<file path="config.mk">
export PLATFORM = sky130hd
export DESIGN_NAME = ir_fetch_queue_flat
export DESIGN_NICKNAME = d
export VERILOG_FILES = /design/src/rtl/ir_fetch_queue_if.sv /design/src/rtl/ir_fetch_queue.sv /design/src/flat_wrapper.sv
export SDC_FILE = /design/constraint.sdc
export NUM_CORES = 1
export LEC_CHECK = 0
export BUFFER_PORTS_ARGS = -buffer_cell sky130_fd_sc_hd__clkbuf_2
export CAP_MARGIN = 25
export CORE_MARGIN = 2
export CORE_UTILIZATION = 27
export CTS_CLUSTER_SIZE = 30
export DETAILED_ROUTE_END_ITERATION = 10
export RECOVER_POWER = 50
export SETUP_SLACK_MARGIN = 0.02
export SKIP_CTS_REPAIR_TIMING = 1
export SYNTH_ARGS = -nofsm -noshare
export SYNTH_HDL_FRONTEND = slang
export SYNTH_SLANG_ARGS = --single-unit
export TNS_END_PERCENT = 20
</file>
<file path="constraint.sdc">
create_clock -name clk -period 2.55 [get_ports clk]
set_input_delay 0.255 -clock clk [delete_from_list [all_inputs] [get_ports clk]]
set_output_delay 0.255 -clock clk [all_outputs]
set_load 0.005 [all_outputs]
</file>
<file path="src/rtl/ir_fetch_queue_if.sv">
// Fetch-queue bus: the fetch/control side (master) drives push, pop and flush;
// the queue (slave) returns the instruction register and occupancy status.
interface ir_fetch_queue_if #(
    parameter int WIDTH = 8,
    parameter int DEPTH = 4
);
    localparam int CNT_W = $clog2(DEPTH + 1);

    logic             flush;
    logic             wr_en;
    logic [WIDTH-1:0] wr_data;
    logic             rd_en;
    logic             full;
    logic             empty;
    logic [CNT_W-1:0] count;
    logic             overflow;
    logic [WIDTH-1:0] rIR;

    modport master (
        output flush, wr_en, wr_data, rd_en,
        input  full, empty, count, overflow, rIR
    );

    modport slave (
        input  flush, wr_en, wr_data, rd_en,
        output full, empty, count, overflow, rIR
    );
endinterface

</file>
<file path="src/rtl/ir_fetch_queue.sv">
// Instruction fetch queue: DEPTH-entry FIFO feeding a registered IR that holds until popped.
// Optional macro IRQ_BYPASS_EN: a push+pop into an empty queue loads the IR directly.
module ir_fetch_queue #(
    parameter int WIDTH = 8,
    parameter int DEPTH = 4
) (
    input logic             clk,
    input logic             rst_n,
    ir_fetch_queue_if.slave bus
);
    localparam int PTR_W = $clog2(DEPTH);
    localparam int CNT_W = $clog2(DEPTH + 1);
    localparam logic [CNT_W-1:0] FULL_CNT = CNT_W'(DEPTH);

    logic [WIDTH-1:0] r_mem [DEPTH];
    logic [PTR_W-1:0] r_wr_ptr;
    logic [PTR_W-1:0] r_rd_ptr;
    logic [CNT_W-1:0] r_count;
    logic [WIDTH-1:0] r_ir;
    logic             r_overflow;

    logic w_full;
    logic w_empty;
    logic w_pop_ok;
    logic w_push_ok;
    logic w_drop;
    logic w_bypass;

    assign w_full   = (r_count == FULL_CNT);
    assign w_empty  = (r_count == '0);
    assign w_pop_ok = bus.rd_en & ~w_empty;

`ifdef IRQ_BYPASS_EN
    assign w_bypass = w_empty & bus.wr_en & bus.rd_en;
`else
    assign w_bypass = 1'b0;
`endif

    // A pop in the same cycle frees the slot, so a full queue still accepts a push.
    assign w_push_ok = bus.wr_en & (~w_full | w_pop_ok) & ~w_bypass;
    assign w_drop    = bus.wr_en & w_full & ~w_pop_ok;

    // Storage carries no reset; reset and flush only block the write.
    always_ff @(posedge clk) begin
        if (rst_n && !bus.flush && w_push_ok) begin
            r_mem[r_wr_ptr] <= bus.wr_data;
        end
    end

    always_ff @(posedge clk) begin
        if (!rst_n) begin
            r_wr_ptr   <= '0;
            r_rd_ptr   <= '0;
            r_count    <= '0;
            r_ir       <= '0;
            r_overflow <= 1'b0;
        end else if (bus.flush) begin
            // The IR deliberately keeps its value across a flush.
            r_wr_ptr   <= '0;
            r_rd_ptr   <= '0;
            r_count    <= '0;
            r_overflow <= 1'b0;
        end else if (w_bypass) begin
            r_ir <= bus.wr_data;
        end else begin
            if (w_push_ok) begin
                r_wr_ptr <= r_wr_ptr + 1'b1;
            end
            if (w_pop_ok) begin
                r_ir     <= r_mem[r_rd_ptr];
                r_rd_ptr <= r_rd_ptr + 1'b1;
            end
            case ({w_push_ok, w_pop_ok})
                2'b10:   r_count <= r_count + 1'b1;
                2'b01:   r_count <= r_count - 1'b1;
                default: r_count <= r_count;
            endcase
            if (w_drop) begin
                r_overflow <= 1'b1;
            end
        end
    end

    assign bus.full     = w_full;
    assign bus.empty    = w_empty;
    assign bus.count    = r_count;
    assign bus.overflow = r_overflow;
    assign bus.rIR      = r_ir;
endmodule

</file>
<file path="src/flat_wrapper.sv">
// flat-port wrapper written by rule: the top's interface ports become plain ports
module ir_fetch_queue_flat 
#(
    parameter int WIDTH = 8,
    parameter int DEPTH = 4
)
  (clk, rst_n, bus_flush, bus_wr_en, bus_wr_data, bus_rd_en, bus_full, bus_empty, bus_count, bus_overflow, bus_rIR);
  ir_fetch_queue_if #(.WIDTH(WIDTH), .DEPTH(DEPTH)) bus_i ();
  input logic clk;
  input logic rst_n;
  input wire logic [$bits(bus_i.flush)-1:0] bus_flush;
  input wire logic [$bits(bus_i.wr_en)-1:0] bus_wr_en;
  input wire logic [$bits(bus_i.wr_data)-1:0] bus_wr_data;
  input wire logic [$bits(bus_i.rd_en)-1:0] bus_rd_en;
  output wire logic [$bits(bus_i.full)-1:0] bus_full;
  output wire logic [$bits(bus_i.empty)-1:0] bus_empty;
  output wire logic [$bits(bus_i.count)-1:0] bus_count;
  output wire logic [$bits(bus_i.overflow)-1:0] bus_overflow;
  output wire logic [$bits(bus_i.rIR)-1:0] bus_rIR;
  assign bus_i.flush = bus_flush;
  assign bus_i.wr_en = bus_wr_en;
  assign bus_i.wr_data = bus_wr_data;
  assign bus_i.rd_en = bus_rd_en;
  assign bus_full = bus_i.full;
  assign bus_empty = bus_i.empty;
  assign bus_count = bus_i.count;
  assign bus_overflow = bus_i.overflow;
  assign bus_rIR = bus_i.rIR;
  ir_fetch_queue #(.WIDTH(WIDTH), .DEPTH(DEPTH)) u_core (.clk(clk), .rst_n(rst_n), .bus(bus_i));
endmodule
</file>
* After elaboration in Yosys (flattened, before gate mapping)
Memories as Yosys holds them, arrays and structs flattened. A register that Yosys moved wholly into a read port is not among the register bits.
Index checks and enable logic that the tools add are counted.
** Cells by class
- $add $sub $neg :: 4
- Eq/ne operators :: 3
- Muxes and demuxes :: 3
- Bitwise logic cells :: 10
- Reductions and logical operators :: 8
** Operators by type and width (count)
- case mux 3 bit (2 select lines) :: 1
- NOT 1 bit :: 5
- adder 2 x 1 -> 2 bit (second input constant) :: 2
- AND 1 bit :: 4
- adder 3 x 1 -> 3 bit (second input constant) :: 1
- == test 3 bit (second input constant) :: 1
- logical NOT 3 bit :: 1
- subtractor 3 x 1 -> 3 bit (second input constant) :: 1
- == test 2 x 1 -> 1 bit (second input constant) :: 1
- == test 2 bit (second input constant) :: 1
- logical AND 1 bit :: 2
- logical NOT 1 bit :: 2
- two-way mux 1 bit :: 2
- AND reduction 2 bit :: 1
- nonzero test 2 bit :: 1
- OR reduction 2 bit :: 1
- OR 1 bit :: 1
** Word-level totals
- Register bits :: 8
- RAM bits :: 32
- Input port bits :: 13
- Output and inout bits :: 14
- Logic and storage cells :: 33
- Memories kept :: 1
** Memories
- u_core.r_mem :: words 4, width 8, rd ports 1, clocked after memory_dff 1, write ports 1, RTL line ir_fetch_queue.sv:15 : logic [WIDTH-1:0] r_mem [DEPTH];

* Depth between registers and ports, before layout
Gate-level depths: netlist of the first run.
- Word-level depth :: 8
- Mapped depth :: 9
- Depth with buffers taken out :: 9

* Worst setup path before layout of the first run
OpenSTA, ideal clock, no wires.
- Path kind :: reg-to-reg
- Start :: register u_core.r_count[1], in the netlist u_core.bus.count[1]
- End :: register u_core.r_count[2], in the netlist u_core.bus.count[2]
- Setup time :: 70 ps
- Arrival :: 2288 ps
- Data required time :: 2480 ps
- Slack :: 192 ps
- Stages on the path, launching flop included :: 10
- Buffers on the path :: 0
- Clock period less this slack :: 2358 ps
- Path through :: dfxtp_1 or4b_4 and2_4 inv_1 ha_1 inv_1 fa_1 xor2_1 or3_1 a21oi_1
** Between the ends
- Longest elaborated chain between the ends :: 7
- Elaborated cells between the ends (all ways) :: 13
- Those cells by class :: add/sub: 2; eq/ne: 3; mux: 1; bitwise: 5; reduce/logical: 2
** RTL lines
- start, declared :: RTL line ir_fetch_queue.sv:18 : logic [CNT_W-1:0] r_count;
- start signal, assigned :: RTL line ir_fetch_queue.sv:74 : 2'b10: r_count <= r_count + 1'b1;
- start signal, assigned :: RTL line ir_fetch_queue.sv:75 : 2'b01: r_count <= r_count - 1'b1;
- start signal, assigned :: RTL line ir_fetch_queue.sv:76 : default: r_count <= r_count;
- logical NOT 3 bit :: RTL line ir_fetch_queue.sv:30 : assign w_empty = (r_count == '0);
- NOT 1 bit :: RTL line ir_fetch_queue.sv:31 : assign w_pop_ok = bus.rd_en & ~w_empty;
- AND 1 bit :: RTL line ir_fetch_queue.sv:31
- OR 1 bit :: RTL line ir_fetch_queue.sv:40 : assign w_push_ok = bus.wr_en & (~w_full | w_pop_ok) & ~w_bypass;
- AND 1 bit :: RTL line ir_fetch_queue.sv:40
- == test 2 x 1 -> 1 bit / == test 2 bit (equally long branches) :: RTL line ir_fetch_queue.sv:73 : case ({w_push_ok, w_pop_ok})
- case mux 3 bit (2 select lines) / nonzero test 2 bit (equally long branches)
Several ways; a longest one is shown, not always the timed one.
A chain may end at the register's enable or synchronous reset.

* Worst setup path in the final report of the first run
Ends and elaborated chain as after synthesis.

==> results of run 1 <==
worst max-delay path, delay by kind of cell (launching register included):
kind            cells  cell delay [ns]
simple gates        3             1.05
compound gates      1             0.14
buf+inv             2             0.11
xor+xnor            1             0.15
flops               1             0.32
fa+ha+maj           2             0.54
metal layers:
metal | vias up | share of wire (%)
met5 | - | 0
met4 | 0 | 1.7
met3 | 4 | 3.2
met2 | 21 | 54
met1 | 523 | 41
li1 | 509 | -
report_power, final:
| group | switching [mW] | internal, mW |
|---|---|---|
| logic | 0.0432 | 0.0306 |
| registers | 0.00667 | 0.839 |
| clock network | 0.249 | 0.321 |
how the worst min path moves through the flow:
stage | cells after the start | slack, ns | startpoint | end
floorplan | 0 | 0.35 | bus_wr_data[0] | u_core.r_mem[0][0]
global placement | 2 | 0.45 | u_core.bus.overflow | u_core.bus.overflow
finish | 1 | 0.23 | bus_wr_data[7] | u_core.r_mem[3][7]
detailed placement | 2 | 0.46 | u_core.bus.overflow | u_core.bus.overflow
CTS | 1 | 0.17 | bus_wr_data[7] | u_core.r_mem[3][7]
global route | 1 | 0.24 | bus_wr_data[3] | u_core.r_mem[0][3]
logic make-up after synthesis:
kind of cell    after synthesis  share of synthesized area [%]
simple gates                 21                          6.831
compound gates               18                          7.427
flops                        48                          67.90
buf+inv                      10                          2.056
xor+xnor                      4                          1.857
fa+ha+maj                     6                          4.377
mux                           8                          9.549
registers in the layout (all words and copies together) (netlist names):
signal and flops:
u_core.bus.count 3, u_core.bus.overflow 1, u_core.bus.rIR 8, u_core.r_mem 32
u_core.r_rd_ptr 2, u_core.r_wr_ptr 2
Yosys cell counts, types with 2 or more instances:
cell type / number / area (sq um)
edfxtp_1: 32 / 960.9
clkbuf_1: 2 / 7.510
mux4_2: 8 / 180.2
nor2_1: 7 / 26.28
a22o_1: 8 / 70.07
a21oi_1: 4 / 20.02
inv_1: 7 / 26.28
dfxtp_1: 16 / 320.3
xor2_1: 4 / 35.03
ha_1: 5 / 62.56
and3_2: 4 / 30.03
area by class of cell:
| class | instances | area (sq um) |
|---|---|---|
| Fill cell | 673 | 4553 |
| Sequential cell | 48 | 1281 |
| Multi-Input combinational cell | 57 | 566.8 |
| Timing Repair Buffer | 30 | 125.1 |
| Tap cell | 96 | 120.1 |
| Clock buffer | 6 | 82.58 |
| Clock inverter | 2 | 38.79 |
| Inverter | 7 | 26.28 |
placed cells by master (no fill, tap or decap), types with 4 or more instances in the layout:
cell       n
and3_2     4
clkbuf_2  10
ha_1       5
xor2_1     4
mux4_2     8
clkbuf_1  20
inv_1      7
edfxtp_1  32
a22o_1     8
clkbuf_8   6
a21oi_1    4
nor2_1     7
dfxtp_1   16
stage by stage:
stage | cell area, sq um | util (%) | total power [mW] | instances | setup WS (ns)
after floorplan | 1887 | - | 0.9053 | 115 | 0.1917
after global placement | 2155 | 31.71 | 0.9418 | 238 | 0.1848
after detailed placement | 2155 | 31.71 | 0.9443 | 238 | 0.1545
final | 2241 | 32.98 | 1.489 | 246 | 0.1647
after CTS | 2276 | 33.50 | 1.511 | 246 | 0.1551
after global routing | 2241 | 32.98 | 1.545 | 246 | 0.03499
==> metrics.cfg, run 1 <==
[outcome]
status=finished, final reports clean

[critical_path]
worstReg2RegStart=u_core.bus.count[1]
rr_endpoint=u_core.bus.count[2]
cpMaxStageDelayCell=or4b_4
critPathRequiredTime_ns=2.78
crit_path_max_fanout=6
r2r_slack_ns=0.16
crit_end=u_core.bus.count[2]
critPathMaxStageDelay_ns=0.55
startpoint=u_core.bus.count[1]
critPathKind=register to register
startpoint_type=register
r2r_cells=9
worstPathArrival_ns=2.61
critical-path-top-cell-by-count=inv_1
end_kind=register
crit_chain=or4b_4 > and2_4 > inv_1 > ha_1 > inv_1 > fa_1 > xor2_1 > or3_1 > a21oi_1

[finish]
final_layout_size_suffix_gt1_share_pct=22.67
areaGrowthSynthToFinish_pct=18.77
fin_nets=168
diodes=0

[cts]
cts_tree=done
clock-sinks=48
clk_latency_ns=0.30
root_buffer=clkbuf_8
cts.path.max_buffers=2
cts.clk_slew.worst_paths_ns=0.09
numCtsBuffers=5
cts_htree_levels=2

[grt]
top_usage_layer=met2
met3_usage_pct=2.922
gr-usage-met2_pct=18.66
grt_pass1_wl_mm=5.568
grt_max_degree=16
use_met1_pct=10.55
grt_pass1_vias=1074
grt_usage_pct=9.998
antenna_found_initial=0
grt.overflow.total=0

[logic_synthesis]
ys.flop_type=edfxtp_1
synth_seq_cells=48
synth_enable_flop_cells=32
syn_area_per_cell_sq_um=16.41
synth_nets=134
yosysUniqueCellTypes=29
synthCells=115
async_flop_share_pct=0
yosysWarnings=0
yosysSeqAreaShare_pct=67.90
synth_area_sq_um=1887

[timing]
period_minus_slack_ns=2.385
finalCritPeriodShare_pct=93.54
tns_ns=0
fin_worst_skew_ns=0.004395
finalSetupViolCount=0
slew_headroom_pct=52.78
maxSlewViolCount=0
fmax_mhz=419.2
hold_viol=0
rsz0062_at_grt=no
fin_hold_ws_ns=0.2260
tightest_slew_ns=0.7074

[floorplan]
num_rows=30
ios=27
fp.dieH_microns=87.60
die_x_microns=87.60
core-area_sq_um=6794
dieArea_sq_um=7673
initial_core_util_pct=27.77

[power_and_ir_drop]
p_leak_nw=0.7641
ir_drop_v=0.0002154
powerDensity_nw_per_um2=664.4

[run]
maxCapViolCount=0

[route]
drtIter0Drc=41
totalWireLength_mm=3.574
first_pass_iters=4
ant_nets=0
vias=1057
avgRoutedWirePerCell_microns=14.53
drc=0
vias_per_cell=4.297

[place]
dp.final_hpwl_mm=2.444
io_buffers=26
place_congestion=0.7160

[min_path]
worstHoldPathType=input port to register

No activity file was read; power rests on OpenSTA's default activity.
==> inputs of run 2 (changes only) <==
Settings changed: MAX_ROUTING_LAYER set to met4.
==> run 2 against run 1 <==
Effect of this change: via count is the same; register-to-register slack barely moved; final area did not move; largest cell class unchanged; critical path depth unchanged; sequential power about the same; combinational power is essentially flat; sequential cell count did not move.
==> metrics.cfg, run 2 (synthesized netlist as in run 1, its figures left out) <==
[outcome]
status=finished, final reports clean

[critical_path]
r2r_slack_ns=0.16  ; about the same
startpoint=u_core.bus.count[1]
worstPathArrival_ns=2.61  ; about the same
worstReg2RegStart=u_core.bus.count[1]
critPathKind=register to register
rr_endpoint=u_core.bus.count[2]
end_kind=register
crit_path_max_fanout=6  ; unchanged
r2r_cells=9  ; unchanged
startpoint_type=register
critPathRequiredTime_ns=2.78  ; about the same

[timing]
tns_ns=0  ; unchanged
hold_viol=0  ; unchanged
slew_headroom_pct=52.78  ; about the same
fmax_mhz=419.2  ; about the same
rsz0062_at_grt=no
finalSetupViolCount=0  ; unchanged
maxSlewViolCount=0  ; unchanged
period_minus_slack_ns=2.385  ; +0.00005600 ns
tightest_slew_ns=0.7074  ; +0.00003177 ns
fin_worst_skew_ns=0.004136  ; -0.0002589 ns
finalCritPeriodShare_pct=93.54  ; about the same

[cts]
numCtsBuffers=5  ; unchanged
cts.path.max_buffers=2  ; unchanged
clock-sinks=48  ; unchanged
clk_latency_ns=0.30  ; about the same
cts.clk_slew.worst_paths_ns=0.09  ; about the same
cts_htree_levels=2  ; unchanged
cts_tree=done
root_buffer=clkbuf_8

[floorplan]
num_rows=30  ; unchanged
core-area_sq_um=6794  ; unchanged
initial_core_util_pct=27.77  ; unchanged
fp.dieH_microns=87.60  ; unchanged
dieArea_sq_um=7673  ; unchanged
die_x_microns=87.60  ; unchanged
ios=27  ; unchanged

[place]
place_congestion=0.7243  ; +1.2%
dp.final_hpwl_mm=2.444  ; unchanged
io_buffers=26  ; unchanged

[min_path]
hold_start=bus_wr_data[7]
worstHoldPathType=input port to register
hold_depth=1  ; unchanged
whs_endpoint=u_core.r_mem[3][7]

[grt]
grt_pass1_vias=1074  ; unchanged
grt_max_degree=16  ; unchanged
grt_usage_pct=10.31  ; +0.31 points
antenna_found_initial=0  ; unchanged
grt.overflow.total=0  ; unchanged
grt_pass1_wl_mm=5.561  ; -0.13%

[run]
maxCapViolCount=0  ; unchanged

[finish]
areaGrowthSynthToFinish_pct=18.77  ; unchanged
final_util_pct=32.98  ; unchanged
final_layout_size_suffix_gt1_share_pct=22.67  ; unchanged
seq_area_sq_um=1281  ; unchanged
final_cell_mix=edfxtp_1, clkbuf_1, dfxtp_1
largest_register_ffs=32  ; unchanged
regMostFlops=u_core.r_mem
diodes=0  ; unchanged
nFillCells=673  ; unchanged
layout_commonest_cell=edfxtp_1
multiInputGateArea_sq_um=566.8  ; unchanged
fin_nets=168  ; unchanged

[route]
vias=1057  ; unchanged
ant_nets=0  ; unchanged
vias_per_cell=4.297  ; unchanged
drtIter0Drc=41  ; unchanged
avgRoutedWirePerCell_microns=14.53  ; unchanged
first_pass_iters=4  ; unchanged
drc=0  ; unchanged
totalWireLength_mm=3.574  ; unchanged

[power_and_ir_drop]
p_int_mw=1.190  ; about the same
pwr-share-seq_pct=56.8  ; about the same
ir_drop_v=0.0002158  ; +0.21%
p_switching_uw=299.4  ; +0.29%
p_sw_share_pct=20.10  ; +0.046 points
p_leak_nw=0.7641  ; unchanged
clock_power_share_pct=38.3  ; about the same
powerDensity_nw_per_um2=664.8  ; about the same
combPwrFrac_pct=5.0  ; about the same

run 2: cell counts in the layout (fill, tap and decap cells not counted):
No cell type changed its count.
run 2: worst max path at each step:
| stage | to | slack [ns] | depth (start not counted) |
|---|---|---|---|
| 2_1_floorplan | u_core.bus.count[2] | 0.19 | 9 |
| 3_3_place_gp | u_core.bus.count[2] | 0.18 | 10 |
| 3_5_place_dp | u_core.bus.count[2] | 0.15 | 10 |
| 4_1_cts | u_core.bus.count[2] | 0.16 | 9 |
| 5_1_grt | u_core.bus.count[2] | 0.03 | 9 |
| 6_report | u_core.bus.count[2] | 0.16 | 9 |
run 2: critical path, stage by stage (launching register included):
cell,delay [ns]
dfxtp_1,0.32
or4b_4,0.55
and2_4,0.20
inv_1,0.05
ha_1,0.17
inv_1,0.06
fa_1,0.37
xor2_1,0.15
or3_1,0.30
a21oi_1,0.14
run 2: cell type report:
cell class	instances	share of cell area, %
Tap cell	96	5.360
Clock inverter	2	1.731
Multi-Input combinational cell	57	25.29
Timing Repair Buffer	30	5.583
Clock buffer	6	3.685
Inverter	7	1.173
Sequential cell	48	57.17
run 2: power groups by stage:
stage | sequential (mW) | combinational [mW] | clock, mW
2_1_floorplan | 0.864 | 0.0415 | 0
3_3_place_gp | 0.864 | 0.0780 | 0
3_5_place_dp | 0.864 | 0.0799 | 0
4_1_cts | 0.846 | 0.0806 | 0.584
5_1_grt | 0.848 | 0.0836 | 0.614
6_report | 0.846 | 0.0738 | 0.570
run 2: routing by layer:
layer | global-route usage, % | up-vias | wire (microns)
li1 | - | 509 | -
met1 | 10.78 | 523 | 1510
met2 | 18.66 | 21 | 1918
met3 | 2.545 | 4 | 86
met4 | 3.776 | 0 | 59
met5 | - | - | 0
run 2: stage by stage:
step / power [mW] / hold slack, ns / instances / instance area (sq um) / setup WS (ns)
2_1_floorplan: 0.9053 / 0.3539 / 115 / 1887 / 0.1917
3_3_place_gp: 0.9418 / 0.4512 / 238 / 2155 / 0.1848
3_5_place_dp: 0.9443 / 0.4603 / 238 / 2155 / 0.1545
4_1_cts: 1.511 / 0.1747 / 246 / 2276 / 0.1551
5_1_grt: 1.545 / 0.2388 / 246 / 2241 / 0.03499
6_report: 1.490 / 0.2261 / 246 / 2241 / 0.1646
==> inputs of run 3 (changes only) <==
Clock period 2.55 ns to 3 ns, I/O delays scaled along.
==> run 3 against run 2 <==
Effect of this change: via count is 1.4% lower; wire length fell by 4.8%; setup slack improved by 0.30 ns; utilization shrank 0.33 points; final cell count is 1.6% lower; final area shrank 1.0%; power down 16%; register-to-register slack gained 0.30 ns; die area unchanged; worst hold slack improved by 0.030 ns; first-iteration DRC count increased by 7.3%; highest routed layer unchanged; largest cell class unchanged; maximum frequency shrank 5.8%.
==> metrics.cfg, run 3 (synthesized netlist as in run 1, its figures left out) <==
[outcome]
status=finished, final reports clean

[critical_path]
cp.depth=9  ; unchanged
critPathRequiredTime_ns=3.23  ; +0.45 ns
critical-path-top-cell-by-count=inv_1
crit_end=u_core.bus.count[2]
startpoint_type=register
worstPathArrival_ns=2.77  ; +0.16 ns
r2r_cells=9  ; unchanged
startpoint=u_core.bus.count[2]
crit_family=simple AND/OR/NAND/NOR gates
crit_chain=or4b_4 > and2_4 > inv_1 > ha_1 > inv_1 > fa_1 > xor2_1 > or3_1 > a21oi_1
end_kind=register
cpMaxStageDelayCell=or4b_4
crit_buf_inv=2  ; unchanged
crit_path_max_fanout=9  ; +3
critPathKind=register to register
r2r_slack_ns=0.47  ; +0.30 ns
worstReg2RegStart=u_core.bus.count[2]
critPathMaxStageDelay_ns=0.53  ; -0.02 ns
rr_endpoint=u_core.bus.count[2]

[timing]
period_minus_slack_ns=2.533  ; +0.1473 ns
rsz0062_at_grt=no
tns_ns=0  ; unchanged
slew_headroom_pct=54.18  ; +1.4 points
finalSetupViolCount=0  ; unchanged
fmax_mhz=394.8  ; -5.8%
finalCritPeriodShare_pct=84.42  ; -9.1 points
hold_viol=0  ; unchanged
fin_worst_skew_ns=0.01157  ; +0.007433 ns
maxSlewViolCount=0  ; unchanged
tightest_slew_ns=0.6864  ; -0.02099 ns

[finish]
seq_area_sq_um=1281  ; unchanged
nFillCells=675  ; +0.30%
diodes=0  ; unchanged
fin_nets=164  ; -2.4%
final_layout_size_suffix_gt1_share_pct=22.60  ; -0.064 points
regMostFlops=u_core.r_mem
largest_register_ffs=32  ; unchanged
areaGrowthSynthToFinish_pct=17.57
layout_commonest_cell=edfxtp_1
fin_area_sq_um=2218  ; -1.0%
final_cell_mix=edfxtp_1, dfxtp_1, clkbuf_1
multiInputGateArea_sq_um=566.8  ; unchanged

[floorplan]
num_rows=30  ; unchanged
initial_core_util_pct=27.77  ; unchanged
dieArea_sq_um=7673  ; unchanged
ios=27  ; unchanged
core-area_sq_um=6794  ; unchanged
fp.dieH_microns=87.60  ; unchanged
die_x_microns=87.60  ; unchanged

[cts]
cts_htree_levels=2  ; unchanged
clk_latency_ns=0.30  ; about the same
cts.path.max_buffers=2  ; unchanged
numCtsBuffers=5  ; unchanged
root_buffer=clkbuf_8
clock-sinks=48  ; unchanged
cts_tree=done
cts.clk_slew.worst_paths_ns=0.10  ; about the same

[grt]
gr-usage-met2_pct=15.01  ; -3.7 points
use_met1_pct=12.15  ; +1.4 points
top_usage_layer=met2
grt.overflow.total=0  ; unchanged
grt_max_degree=17  ; +1
grt_pass1_wl_mm=5.340  ; -4.0%
grt_usage_pct=9.691  ; -0.62 points
met3_usage_pct=3.110  ; +0.57 points
antenna_found_initial=0  ; unchanged
grt_pass1_vias=1053  ; -2.0%

[route]
drc=0  ; unchanged
first_pass_iters=4  ; unchanged
totalWireLength_mm=3.403  ; -4.8%
vias=1042  ; -1.4%
avgRoutedWirePerCell_microns=14.06  ; -3.2%
drtIter0Drc=44  ; +7.3%
vias_per_cell=4.306  ; +0.21%
ant_nets=0  ; unchanged

[place]
dp.final_hpwl_mm=2.254  ; -7.8%
dpl_cell_area_sq_um=2125  ; -1.4%
place_congestion=0.7521  ; +3.8%
io_buffers=26  ; unchanged

[power_and_ir_drop]
p_leak_nw=0.7501  ; -1.8%
powerDensity_nw_per_um2=566.6  ; -15%
ir_drop_v=0.0001512  ; -30%
finalPower_mw=1.257  ; -16%

[run]
maxCapViolCount=0  ; unchanged

[min_path]
worstHoldPathType=input port to register

-- run 3: changes by cell type in the layout (fill, tap and decap cells not counted), sizes merged --
| cell | previous run | this run |
|---|---|---|
| clkinv | 1 | 0 |
| clkbuf | 36 | 29 |
| clkinvlp | 0 | 1 |
| buf | 0 | 2 |
| inv | 7 | 8 |
-- run 3: how the worst min path moves through the flow --
| stage | startpoint | end | slack, ns | depth (start not counted) |
|---|---|---|---|---|
| floorplan | bus_wr_data[0] | u_core.r_mem[0][0] | 0.40 | 0 |
| global placement | u_core.bus.overflow | u_core.bus.overflow | 0.46 | 2 |
| detailed placement | u_core.bus.rIR[1] | u_core.bus.rIR[1] | 0.46 | 1 |
| CTS | bus_wr_data[5] | u_core.r_mem[1][5] | 0.21 | 1 |
| global route | bus_wr_data[5] | u_core.r_mem[1][5] | 0.27 | 1 |
| finish | bus_wr_data[5] | u_core.r_mem[1][5] | 0.26 | 1 |
-- run 3: cell type report --
| type | instances | share of cell area [%] |
|---|---|---|
| Timing Repair Buffer | 26 | 4.907 |
| Multi-Input combinational cell | 57 | 25.55 |
| Sequential cell | 48 | 57.76 |
| Clock inverter | 3 | 2.087 |
| Tap cell | 96 | 5.415 |
| Clock buffer | 5 | 3.102 |
| Inverter | 7 | 1.184 |
-- run 3: report_power, final --
group | internal (mW) | leakage, nW | switching [mW] | total (mW)
Clock | 0.251 | 0.0548 | 0.225 | 0.477
Combinational | 0.0249 | 0.277 | 0.0341 | 0.0590
Sequential | 0.713 | 0.419 | 0.00791 | 0.721
Total | 0.990 | 0.750 | 0.267 | 1.26
-- run 3: metal layers --
| metal | vias up | routed length, microns |
|---|---|---|
| li1 | 500 | - |
| met1 | 514 | 1659 |
| met2 | 23 | 1583 |
| met3 | 5 | 112 |
| met4 | 0 | 48 |
| met5 | - | 0 |
-- run 3: through the flow --
stage          cells  hold WS (ns)  setup WS (ns)  util [%]
5_1_grt          242        0.2667         0.3475     32.65
2_1_floorplan    115        0.3989         0.6417         -
4_1_cts          242        0.2085         0.4813     32.97
3_5_place_dp     234        0.4636         0.5138     31.27
3_3_place_gp     234        0.4593         0.5851     31.27
6_report         242        0.2564         0.4673     32.65
